## config.mk

```make
export PLATFORM = sky130hd
export DESIGN_NAME = ws2812_pixel_buffer
export DESIGN_NICKNAME = d
export VERILOG_FILES = /design/src/rtl/ws2812_pixel_buffer.sv
export SDC_FILE = /design/constraint.sdc
export NUM_CORES = 1
export LEC_CHECK = 0
export CORE_UTILIZATION = 68
export CTS_BUF_LIST = sky130_fd_sc_hd__clkbuf_8
export DETAILED_ROUTE_END_ITERATION = 12
export PLACE_DENSITY_LB_ADDON = 0.15
export SLEW_MARGIN = 20
export SYNTH_ARGS = -nofsm -noshare
export SYNTH_HDL_FRONTEND = slang
export SYNTH_SLANG_ARGS = --single-unit
```

## constraint.sdc

```tcl
create_clock -name clk_i -period 6.3 [get_ports clk_i]
set_input_delay 1.26 -clock clk_i [delete_from_list [all_inputs] [get_ports clk_i]]
set_output_delay 1.26 -clock clk_i [all_outputs]
set_load 0.005 [all_outputs]
```

## src/rtl/ws2812_pixel_buffer.sv

```systemverilog
// ws2812_pixel_buffer: CPU-mapped pixel store feeding a WS2812 bit serializer.
// The CPU writes colours through an index/R/G/B staging window. A CTRL start
// streams every pixel out over valid/ready, waits for the serializer to drain,
// then holds busy through the latch gap.
// Optional feature: define WS2812_BRIGHTNESS_EN for a global brightness register (reg 6).
module ws2812_pixel_buffer #(
  parameter int NUM_PIXELS = 8,
  parameter int CLK_FRE    = 25_175_000,
  parameter int RESET_US   = 60
) (
  input  logic        clk_i,
  input  logic        rst_i,
  input  logic        pix_cs,
  input  logic        R_W_n,
  input  logic [2:0]  reg_addr_i,
  input  logic [7:0]  data_i,
  output logic [7:0]  data_o,
  output logic [23:0] pix_data_o,
  output logic        pix_valid_o,
  input  logic        pix_ready_i,
  input  logic        ser_busy_i,
  output logic        busy_o
);

  localparam int RESET_CYCLES = CLK_FRE / 1_000_000 * RESET_US;
  localparam int CW = (RESET_CYCLES > 1) ? $clog2(RESET_CYCLES) : 1;
  localparam int PW = (NUM_PIXELS > 1) ? $clog2(NUM_PIXELS) : 1;
  localparam logic [8:0]    NP9      = 9'(NUM_PIXELS);
  localparam logic [7:0]    LAST_IDX = 8'(NUM_PIXELS - 1);
  localparam logic [PW-1:0] LAST_PTR = PW'(NUM_PIXELS - 1);
  localparam logic [CW-1:0] LAST_CNT = CW'(RESET_CYCLES - 1);

  typedef enum logic [2:0] {IDLE, FETCH, PRESENT, DRAIN, GAP} state_t;

  state_t        state_q;
  logic [7:0]    idx_q, idx_d;
  logic [7:0]    r_q, r_d, g_q, g_d, b_q, b_d;
  logic [23:0]   ram_q [NUM_PIXELS];
  logic [PW-1:0] rd_ptr_q;
  logic [CW-1:0] cnt_q;
  logic [23:0]   word_q;
  logic          valid_q, busy_q, gap_q;

  logic wr_en, commit, start;
  assign wr_en  = pix_cs & ~R_W_n;
  assign commit = wr_en && (reg_addr_i == 3'd3);
  assign start  = wr_en && (reg_addr_i == 3'd4) && data_i[0] && !busy_q && (state_q == IDLE);

`ifdef WS2812_BRIGHTNESS_EN
  logic [7:0] bright_q, bright_d;

  // Channel scale (c*(BRIGHT+1))>>8; BRIGHT=FF is the identity.
  function automatic logic [7:0] scale(input logic [7:0] c, input logic [7:0] b);
    logic [16:0] p;
    p = {9'd0, c} * {8'd0, ({1'b0, b} + 9'd1)};
    return p[15:8];
  endfunction

  assign pix_data_o = {scale(word_q[23:16], bright_q), scale(word_q[15:8], bright_q),
                       scale(word_q[7:0], bright_q)};
`else
  assign pix_data_o = word_q;
`endif

  assign pix_valid_o = valid_q;
  assign busy_o      = busy_q;

  // CPU register next-state: index load/auto-increment and staging bytes.
  always_comb begin
    idx_d = idx_q;
    r_d   = r_q;
    g_d   = g_q;
    b_d   = b_q;
`ifdef WS2812_BRIGHTNESS_EN
    bright_d = bright_q;
`endif
    if (wr_en) begin
      case (reg_addr_i)
        3'd0: idx_d = ({1'b0, data_i} >= NP9) ? 8'd0 : data_i;
        3'd1: r_d = data_i;
        3'd2: g_d = data_i;
        3'd3: begin
          b_d   = data_i;
          idx_d = (idx_q == LAST_IDX) ? 8'd0 : idx_q + 8'd1;
        end
`ifdef WS2812_BRIGHTNESS_EN
        3'd6: bright_d = data_i;
`endif
        default: ;
      endcase
    end
  end

  // CPU register state.
  always_ff @(posedge clk_i) begin
    if (rst_i) begin
      idx_q <= '0;
      r_q   <= '0;
      g_q   <= '0;
      b_q   <= '0;
`ifdef WS2812_BRIGHTNESS_EN
      bright_q <= 8'hFF;
`endif
    end else begin
      idx_q <= idx_d;
      r_q   <= r_d;
      g_q   <= g_d;
      b_q   <= b_d;
`ifdef WS2812_BRIGHTNESS_EN
      bright_q <= bright_d;
`endif
    end
  end

  // Pixel RAM: B write commits {G,R,B}; the FETCH read sees pre-write data.
  always_ff @(posedge clk_i) begin
    if (rst_i) begin
      for (int i = 0; i < NUM_PIXELS; i++) ram_q[i] <= '0;
    end else if (commit) begin
      ram_q[idx_q[PW-1:0]] <= {g_q, r_q, data_i};
    end
  end

  // Frame sequencer: fetch, present until accepted, drain serializer, latch gap.
  always_ff @(posedge clk_i) begin
    if (rst_i) begin
      state_q  <= IDLE;
      rd_ptr_q <= '0;
      cnt_q    <= '0;
      word_q   <= '0;
      valid_q  <= 1'b0;
      busy_q   <= 1'b0;
      gap_q    <= 1'b0;
    end else begin
      case (state_q)
        IDLE: if (start) begin
          state_q  <= FETCH;
          rd_ptr_q <= '0;
          busy_q   <= 1'b1;
        end
        FETCH: begin
          word_q  <= ram_q[rd_ptr_q];
          valid_q <= 1'b1;
          state_q <= PRESENT;
        end
        PRESENT: if (pix_ready_i) begin
          valid_q <= 1'b0;
          if (rd_ptr_q == LAST_PTR) state_q <= DRAIN;
          else begin
            rd_ptr_q <= rd_ptr_q + 1'b1;
            state_q  <= FETCH;
          end
        end
        DRAIN: if (!ser_busy_i) begin
          state_q <= GAP;
          cnt_q   <= '0;
          gap_q   <= 1'b1;
        end
        GAP: begin
          if (cnt_q == LAST_CNT) begin
            state_q <= IDLE;
            busy_q  <= 1'b0;
            gap_q   <= 1'b0;
          end else begin
            cnt_q <= cnt_q + 1'b1;
          end
        end
        default: state_q <= IDLE;
      endcase
    end
  end

  // CPU read mux, combinational on the address.
  always_comb begin
    data_o = 8'h00;
    case (reg_addr_i)
      3'd0: data_o = idx_q;
      3'd1: data_o = r_q;
      3'd2: data_o = g_q;
      3'd3: data_o = b_q;
      3'd4: data_o = {6'b0, gap_q, busy_q};
      3'd5: data_o = LAST_IDX;
`ifdef WS2812_BRIGHTNESS_EN
      3'd6: data_o = bright_q;
`endif
      default: data_o = 8'h00;
    endcase
  end

endmodule

```

======== Yosys cells after proc, flatten, opt, wreduce, memory -nomap -nowiden ========
Memories as Yosys holds them, arrays and structs flattened. A register that Yosys moved wholly into a read port is not among the register bits.
Index checks and enable logic that the tools add are counted.
cells by class
  shift operators ......................... 0
  multiplexer cells ....................... 32
  bitwise gates (word level) .............. 2
  div/mod/pow operators ................... 0
  $mul .................................... 0
  reductions and logical operators ........ 24
  add/subtract/negate cells ............... 3
  magnitude comparators ................... 1
  equality and inequality tests ........... 18
operator list
  cell                                                                count
  case mux 8 bit (6 select lines)                                     1
  two-way mux 24 bit                                                  1
  two-way mux 3 bit                                                   8
  OR reduction 24 bit                                                 1
  two-way mux 11 bit                                                  2
  case mux 11 bit (2 select lines)                                    1
  two-way mux 8 bit                                                   2
  case mux 8 bit (2 select lines)                                     1
  case mux 3 bit (5 select lines)                                     1
  == test 3 x 2 -> 1 bit (second input constant)                      4
  == test 3 bit (second input constant)                               4
  != test 2 bit (second input constant)                               6
  adder 11 x 1 -> 11 bit (second input constant)                      1
  == test 11 bit (second input constant)                              1
  two-way mux 1 bit                                                   10
  AND reduction 2 bit                                                 5
  nonzero test 2 bit                                                  5
  AND reduction 3 bit                                                 3
  adder 8 x 1 -> 8 bit (second input constant)                        1
  == test 8 x 3 -> 1 bit (second input constant)                      1
  greater-or-equal comparator 8 x 4 -> 1 bit (second input constant)  1
  AND reduction 4 bit                                                 2
  == test 3 x 1 -> 1 bit (second input constant)                      2
  logical NOT 3 bit                                                   2
  8 further kinds                                                     14
storage, ports and cells
  RAM bits ................................ 192
  bits in registers ....................... 52
  memory bits (read-only) ................. 0
  bits in latches ......................... 0
  memories ................................ 1
  bits of input ports ..................... 17
  word-level logic and storage cells ...... 91
memories
  name   words  bits a word  read ports  clocked after memory_dff  write ports  line  RTL
  ram_q  8      24           1           1                         8            38    logic [23:0] ram_q [NUM_PIXELS];

======== Depth between registers and ports, before layout ========
Gate-level depths: netlist (run 1).
  word-level depth ........................ 8
  depth in mapped cells ................... 6

======== Worst setup path before layout (run 1) ========
No wires, ideal clock.
  kind .................................... input -> register
  from .................................... input reg_addr_i[2]
  to ...................................... memory ram_q[7][0] (enable)
  buffers on the path ..................... 2
  library setup time ...................... 0.439 ns
  data required time ...................... 5.861 ns
  path slack .............................. 2.006 ns
  arrival ................................. 3.855 ns
  cell stages on the path ................. 5
  path through ............................ clkbuf_1 -> nor3b_2 -> nand3_2 -> clkbuf_1 -> o21ai_0
RTL lines
  what             line  RTL
  start, declared  15    input logic [2:0] reg_addr_i,
  end, declared    38

======== Worst setup path in the final report (run 1) ========
  from .................................... input reg_addr_i[1]
  to ...................................... output data_o[0]
between the ends
  cells in the longest elaborated chain, start to end .. 2
  elaborated cells between the ends (all ways) .. 7
ends and longest elaborated chain
  what                                   line  RTL
  == test 3 bit (tied with other cells)  176   case (reg_addr_i)
  case mux 8 bit (6 select lines) (*)    176
  end, declared                          17    output logic [7:0] data_o,
Every way passes the cells marked *; elsewhere a longest branch is shown, timed or not.

==> run_results.csv, run 1 <==
group,metric,value,unit
run_status,status,"complete, no violations",
logic_synthesis,synth_edf_count,192,
worst_hold_path,hp-class,"flop to flop",
routing,totalWireLength,28.1,mm
power_and_ir_drop,swShare,21.8,%
routing,drt_first_pass_iters,6,
die,die-area,18300,sq um
power_and_ir_drop,switchingPower,0.765,mW
power_and_ir_drop,p_total,3.51,mW
sta,tns,0,ns
critical_path,path_cells,"clkdlybuf4s50_1, or2_2, a2bb2oi_1, o22ai_1, clkdlybuf4s50_1",
die,ios,51,
flow_run,drv_cap,0,
sta,finalHoldViolCount,0,
logic_synthesis,ys_top_cells_by_area,"edfxtp_1, dfxtp_1, and2_1, mux4_2, mux2i_1",
power_and_ir_drop,ir_worst_vdd,0.218,mV
clock_network,cts_hold_buf,0,
finish,layoutNonFillerInstCount,1206,
clock_network,cts_tree,"yes",
global_route,met1_usage,42.2,%
critical_path,cp_slowest_cell,"clkdlybuf4s50_1",
logic_synthesis,yosysTopAreaCell,"edfxtp_1",
clock_network,cts_setup_buffers,0,
clock_network,clockBufferDepth,3,
logic_synthesis,synth-compound-area-share,5.33,%
routing,viasPerCell,6.46,
critical_path,critPathKind,"primary input to output port",
global_route,grt_pass1_wl,43.7,mm
placement,finalWeightedCongestion,0.855,
placement,port_buffers,50,
sta,setup_viol,0,
routing,vias,7785,
routing,routedWlPerCell,23.3,um
critical_path,cp-start-kind,"primary input",
finish,nNetsFinal,970,
logic_synthesis,synth_fa_ha_area_share,0.415,%
power_and_ir_drop,clock_power_share,40.9,%
global_route,grt_pass1_vias,7820,
global_route,grt_max_degree,61,
clock_network,htree_levels,2,
die,initial_utilization,69.7,%
finish,layout-drive-gt1-share,16.2,%
logic_synthesis,seq_area_frac_synth,60.4,%
routing,antenna_left,0,
logic_synthesis,synth_fp_nets,932,
power_and_ir_drop,seq_power_share,55.6,%
clock_network,clock-root-buffer,"clkbuf_8",
global_route,overflow,0,
placement,dp.cells,1131,
sta,finalCritPeriodShare,74.0,%
finish,diodes,0,
die,rows,48,
logic_synthesis,ys_types,65,
logic_synthesis,synth_top_cells_by_count,"and2_1, edfxtp_1, dfxtp_1, nand2_1, clkbuf_1",
clock_network,clkSinkCount,268,
sta,drv_slew,0,
sta,max_slew_margin,21.5,%
die,dieHeight,135,um
sta,min_period,4.66,ns
critical_path,critPathArrivalTime,3.40,ns
logic_synthesis,muxShareOfSynthArea,13.6,%
global_route,antenna_found_initial,1,
critical_path,critPathBufInv,2,
critical_path,critPathTopFamily,"buffers and inverters",
logic_synthesis,syn-cell-area,12100,sq um
global_route,gr-usage-met3,5.80,%
logic_synthesis,yosysWarnings,0,
sta,fin_skew,0.0260,ns
critical_path,cp_slowest_stage_delay,0.75,ns
routing,first_iter_violations,765,
critical_path,cpMostUsedCell,"clkdlybuf4s50_1",
clock_network,clock_latency,0.54,ns
die,coreArea,17300,sq um
sta,max_freq,214,MHz
routing,drcViolationCount,0,
logic_synthesis,ys_ff_latch,268,
sta,rsz0062_at_grt,"no",
logic_synthesis,synth_top_flop_cell,"edfxtp_1",
power_and_ir_drop,power_leakage,4.75,nW
global_route,grtUsageTotal,32.4,%
logic_synthesis,synthCells,911,
global_route,grt_busiest_layer,"met2",
power_and_ir_drop,comb_power_share,3.5,%
logic_synthesis,synth_top_area_share,47.8,%
logic_synthesis,synth.most_common_cell,"and2_1",
die,die_w,135,um
logic_synthesis,synthSimpleGateAreaFrac,17.6,%
clock_network,clkTransAtPathRegs,0.06,ns
logic_synthesis,async_flop_share,0,%
placement,dpl.hpwl,17.3,mm
sta,worst_slew_pin_slew,1.17,ns
critical_path,ff2ff_setup_slack,3.85,ns
logic_synthesis,syn_area_per_cell,13.2,sq um
critical_path,worst_setup_path_end_kind,"output port",
power_and_ir_drop,power.internal,2.74,mW
logic_synthesis,synth_top_family_by_area,"simple AND/OR/NAND/NOR gates",
global_route,use_met2,53.7,%
logic_synthesis,synth_xor_area_share,0.218,%
clock_network,cts-buffers-inserted,41,
power_and_ir_drop,powerDensity,259,nW/um^2
finish,area_delta_synth_final,12.4,%
clock_network,cts_resized,0,
critical_path,crit_fanout,18,
critical_path,required,5.04,ns
==> worst paths after layout <==
path         depth (start not counted)          start       endpoint
min reg2reg                          2  pix_data_o[1]  pix_data_o[1]
max                                  5  reg_addr_i[1]      data_o[0]
min                                  2  pix_data_o[1]  pix_data_o[1]
max reg2reg                          3       idx_q[0]   ram_q[0][15]
==> cell type report <==
type,count,area [sq um]
Tap cell,225,282
Timing Repair Buffer,61,578
Fill cell,1007,3740
Sequential cell,268,7290
Clock inverter,21,93.8
Inverter,7,26.3
Multi-Input combinational cell,570,4540
Clock buffer,54,743
==> power groups by stage <==
stage | sequential [mW] | clock, mW | combinational (mW)
floorplan | 1.98 | 0 | 0.0759
global placement | 1.98 | 0 | 0.118
detailed placement | 1.99 | 0 | 0.122
CTS | 1.95 | 1.44 | 0.123
global route | 1.95 | 1.52 | 0.131
finish | 1.95 | 1.43 | 0.124
==> through the flow <==
stage          setup slack [ns]  hold slack (ns)  cell area, sq um  utilization, %
6_report                   1.64            0.454             13600            78.4
5_1_grt                    1.52            0.467             13600            78.4
4_1_cts                    1.67            0.455             13600            78.4
3_5_place_dp               1.27            0.442             12700            73.5
3_3_place_gp               1.41            0.436             12700            73.5
2_1_floorplan              2.01            0.433             12100               -
==> sequential cells by signal, indices dropped and copies added (netlist names) <==
register	cells
ram_q	192
pix_data_o	24
cnt_q	11
b_q	8
g_q	8
idx_q	8
r_q	8
rd_ptr_q	3
state_q	3
busy_o	1
gap_q	1
pix_valid_o	1
==> routing by layer <==
metal	vias up	part of all wire (%)
li1	3436	-
met1	3887	38
met2	384	50
met3	78	7.9
met4	0	3.7
met5	-	0
==> cell usage in the layout (no fill, tap or decap), types with 6 or more instances in the layout <==
cell	instances
edfxtp_1	192
o21ai_0	33
o21a_1	6
clkinv_2	8
inv_1	14
clkbuf_8	54
nand2_1	61
mux2i_1	43
a21oi_1	22
buf_4	11
dfxtp_1	74
nor3_1	7
mux4_2	53
or2_2	9
nand3_1	7
and2_1	193
nor2_1	31
clkdlybuf4s50_1	49
==> cells by family after synthesis <==
logic type / count (synthesis)
xor gates and xnor gates: 3
DFF: 268
adders and majority gates: 4
and+or+nand+nor: 363
AOI/OAI and AO/OA: 102
muxes: 98
buffers and inverters: 73
==> worst min-delay path: cells and delay by family, from the launching register on <==
| family | cells | cell delay (ns) |
|---|---|---|
| DFF | 1 | 0.32 |
| and+or+nand+nor | 1 | 0.04 |
| AOI/OAI and AO/OA | 1 | 0.05 |
No activity file was read; power rests on OpenSTA's default activity.
==> inputs of run 2 (changes only) <==
CORE_UTILIZATION = 63   (was 68)
clock period = 4.45 ns   (was 6.3 ns; I/O delays follow)
==> run 2 against run 1 <==
  * Utilization is 5.8 points lower
  * Die area is 7.8% higher
  * Routed wire length is 1.1% lower
  * Final cell count is 1.7% higher
  * Combinational power is 42% higher
  * Total power is 41% higher
  * Via count is 2.8% lower
  * Count of clock-buffer cells in the layout is 5 lower
==> run_results.csv, run 2 (same netlist as run 1, synthesis figures left out) <==
group,metric,value,unit
finish,area_delta_synth_final,13.0,%
power_and_ir_drop,powerDensity,362,nW/um^2
critical_path,critPathKind,"primary input to output port",
routing,wl_met2,14.1,mm
sta,min_period,3.88,ns
clock_network,clockBufferDepth,3,
finish,layout-drive-gt1-share,15.7,%
power_and_ir_drop,seq_power_share,55.9,%
finish,regMostFlops,"ram_q",
power_and_ir_drop,power_leakage,4.81,nW
global_route,antenna_found_initial,0,
clock_network,clkTransAtPathRegs,0.06,ns
routing,antenna_left,0,
power_and_ir_drop,power.internal,3.86,mW
clock_network,clock-root-buffer,"clkbuf_8",
die,ios,51,
sta,finalHoldViolCount,0,
critical_path,crit_fanout,12,
die,dieHeight,140,um
clock_network,cts_resized,0,
placement,dpl.hpwl,17.1,mm
clock_network,clock_latency,0.54,ns
sta,max_slew_margin,29.8,%
finish,largest_reg_flops,192,
critical_path,worst_setup_path_end_kind,"output port",
sta,drv_slew,0,
clock_network,htree_levels,2,
routing,routedWlPerCell,22.6,um
global_route,grt_pass1_vias,7907,
die,die-area,19700,sq um
global_route,overflow,0,
die,die_w,140,um
sta,setup_viol,0,
power_and_ir_drop,swShare,21.8,%
critical_path,critPathTopFamily,"buffers and inverters",
power_and_ir_drop,switchingPower,1.08,mW
clock_network,cts-buffers-inserted,43,
power_and_ir_drop,comb_power_share,3.6,%
finish,nNetsFinal,979,
die,rows,50,
critical_path,cp_slowest_stage_delay,0.73,ns
run_status,status,"complete, no violations",
flow_run,drv_cap,0,
critical_path,cp-start-kind,"primary input",
clock_network,cts_tree,"yes",
sta,max_freq,258,MHz
sta,fin_skew,0.0112,ns
critical_path,required,3.56,ns
critical_path,cpMostUsedCell,"clkdlybuf4s50_1",
routing,viasPerCell,6.17,
routing,totalWireLength,27.8,mm
routing,wl_met1,10.9,mm
finish,layout_commonest_cell,"and2_1",
routing,drcViolationCount,0,
sta,worst_slew_pin_slew,1.05,ns
routing,vias,7568,
finish,final_cell_mix,"and2_1, edfxtp_1, dfxtp_1",
critical_path,critPathBufInv,2,
sta,tns,0,ns
placement,port_buffers,50,
sta,rsz0062_at_grt,"no",
clock_network,cts_hold_buf,0,
routing,top_layer,"met4",
power_and_ir_drop,ir_worst_vdd,0.228,mV
routing,drt_first_pass_iters,5,
critical_path,cp_slowest_cell,"clkdlybuf4s50_1",
routing,wl_met3,1.85,mm
global_route,grtUsageTotal,29.6,%
placement,finalWeightedCongestion,0.900,
power_and_ir_drop,p_total,4.94,mW
global_route,grt_pass1_wl,43.2,mm
critical_path,path_cells,"clkdlybuf4s50_1, or2_2, a2bb2oi_1, o22ai_1, clkdlybuf4s50_1",
routing,first_iter_violations,644,
clock_network,clkSinkCount,268,
die,coreArea,18800,sq um
critical_path,critPathArrivalTime,2.99,ns
clock_network,cts_setup_buffers,0,
finish,diodes,0,
die,initial_utilization,64.3,%
global_route,grt_max_degree,52,
sta,finalCritPeriodShare,87.1,%
worst_hold_path,hp-class,"flop to flop",
power_and_ir_drop,clock_power_share,40.6,%
==> run 2: cell count changes in the layout (fill, tap and decap cells not counted), sizes merged <==
| cell | before | now |
|---|---|---|
| clkbuf | 54 | 49 |
| buf | 12 | 19 |
| inv | 15 | 27 |
| bufinv | 0 | 1 |
| clkinvlp | 0 | 1 |
| clkinv | 13 | 9 |
==> run 2: layer usage <==
layer	up-vias	global-route usage, %
li1	3449	-
met1	3727	36.8
met2	317	51.9
met3	75	4.38
met4	0	12.6
met5	-	0
==> run 2: final timing paths <==
kind | slack [ns] | depth (start not counted) | to | from
worst max register to register | 2.19 | 4 | pix_data_o[3] | rd_ptr_q[1]
worst min-delay path | 0.45 | 2 | pix_data_o[12] | pix_data_o[12]
worst max-delay path | 0.57 | 5 | data_o[0] | reg_addr_i[0]
worst min register to register | 0.45 | 2 | pix_data_o[12] | pix_data_o[12]
==> run 2: cell type report <==
type                            count  area, sq um
Clock inverter                     31          153
Multi-Input combinational cell    570         4540
Sequential cell                   268         7290
Inverter                            7         26.3
Fill cell                        1234         5140
Timing Repair Buffer               68          651
Clock buffer                       49          674
Tap cell                          234          293
==> run 2: metrics by stage <==
step | hold WS (ns) | std cells | setup slack, ns | instance area, sq um | util, %
2_1_floorplan | 0.433 | 911 | 0.526 | 12100 | -
3_3_place_gp | 0.432 | 1146 | 0.635 | 12800 | 68.0
3_5_place_dp | 0.440 | 1146 | 0.576 | 12800 | 68.1
4_1_cts | 0.454 | 1226 | 0.570 | 13600 | 72.5
5_1_grt | 0.477 | 1227 | 0.442 | 13600 | 72.6
6_report | 0.449 | 1227 | 0.573 | 13600 | 72.6
==> run 2: power by group through the flow <==
stage	registers (mW)	logic [mW]	clock network (mW)
3_5_place_dp	2.81	0.175	0
3_3_place_gp	2.80	0.171	0
6_report	2.76	0.176	2.00
2_1_floorplan	2.80	0.107	0
4_1_cts	2.76	0.176	2.03
5_1_grt	2.76	0.187	2.13
==> run 2: tightest hold or removal path, stage by stage, from the launching register on <==
cell and delay (ns):
dfxtp_1 0.32, nand2_1 0.04, o21ai_0 0.05
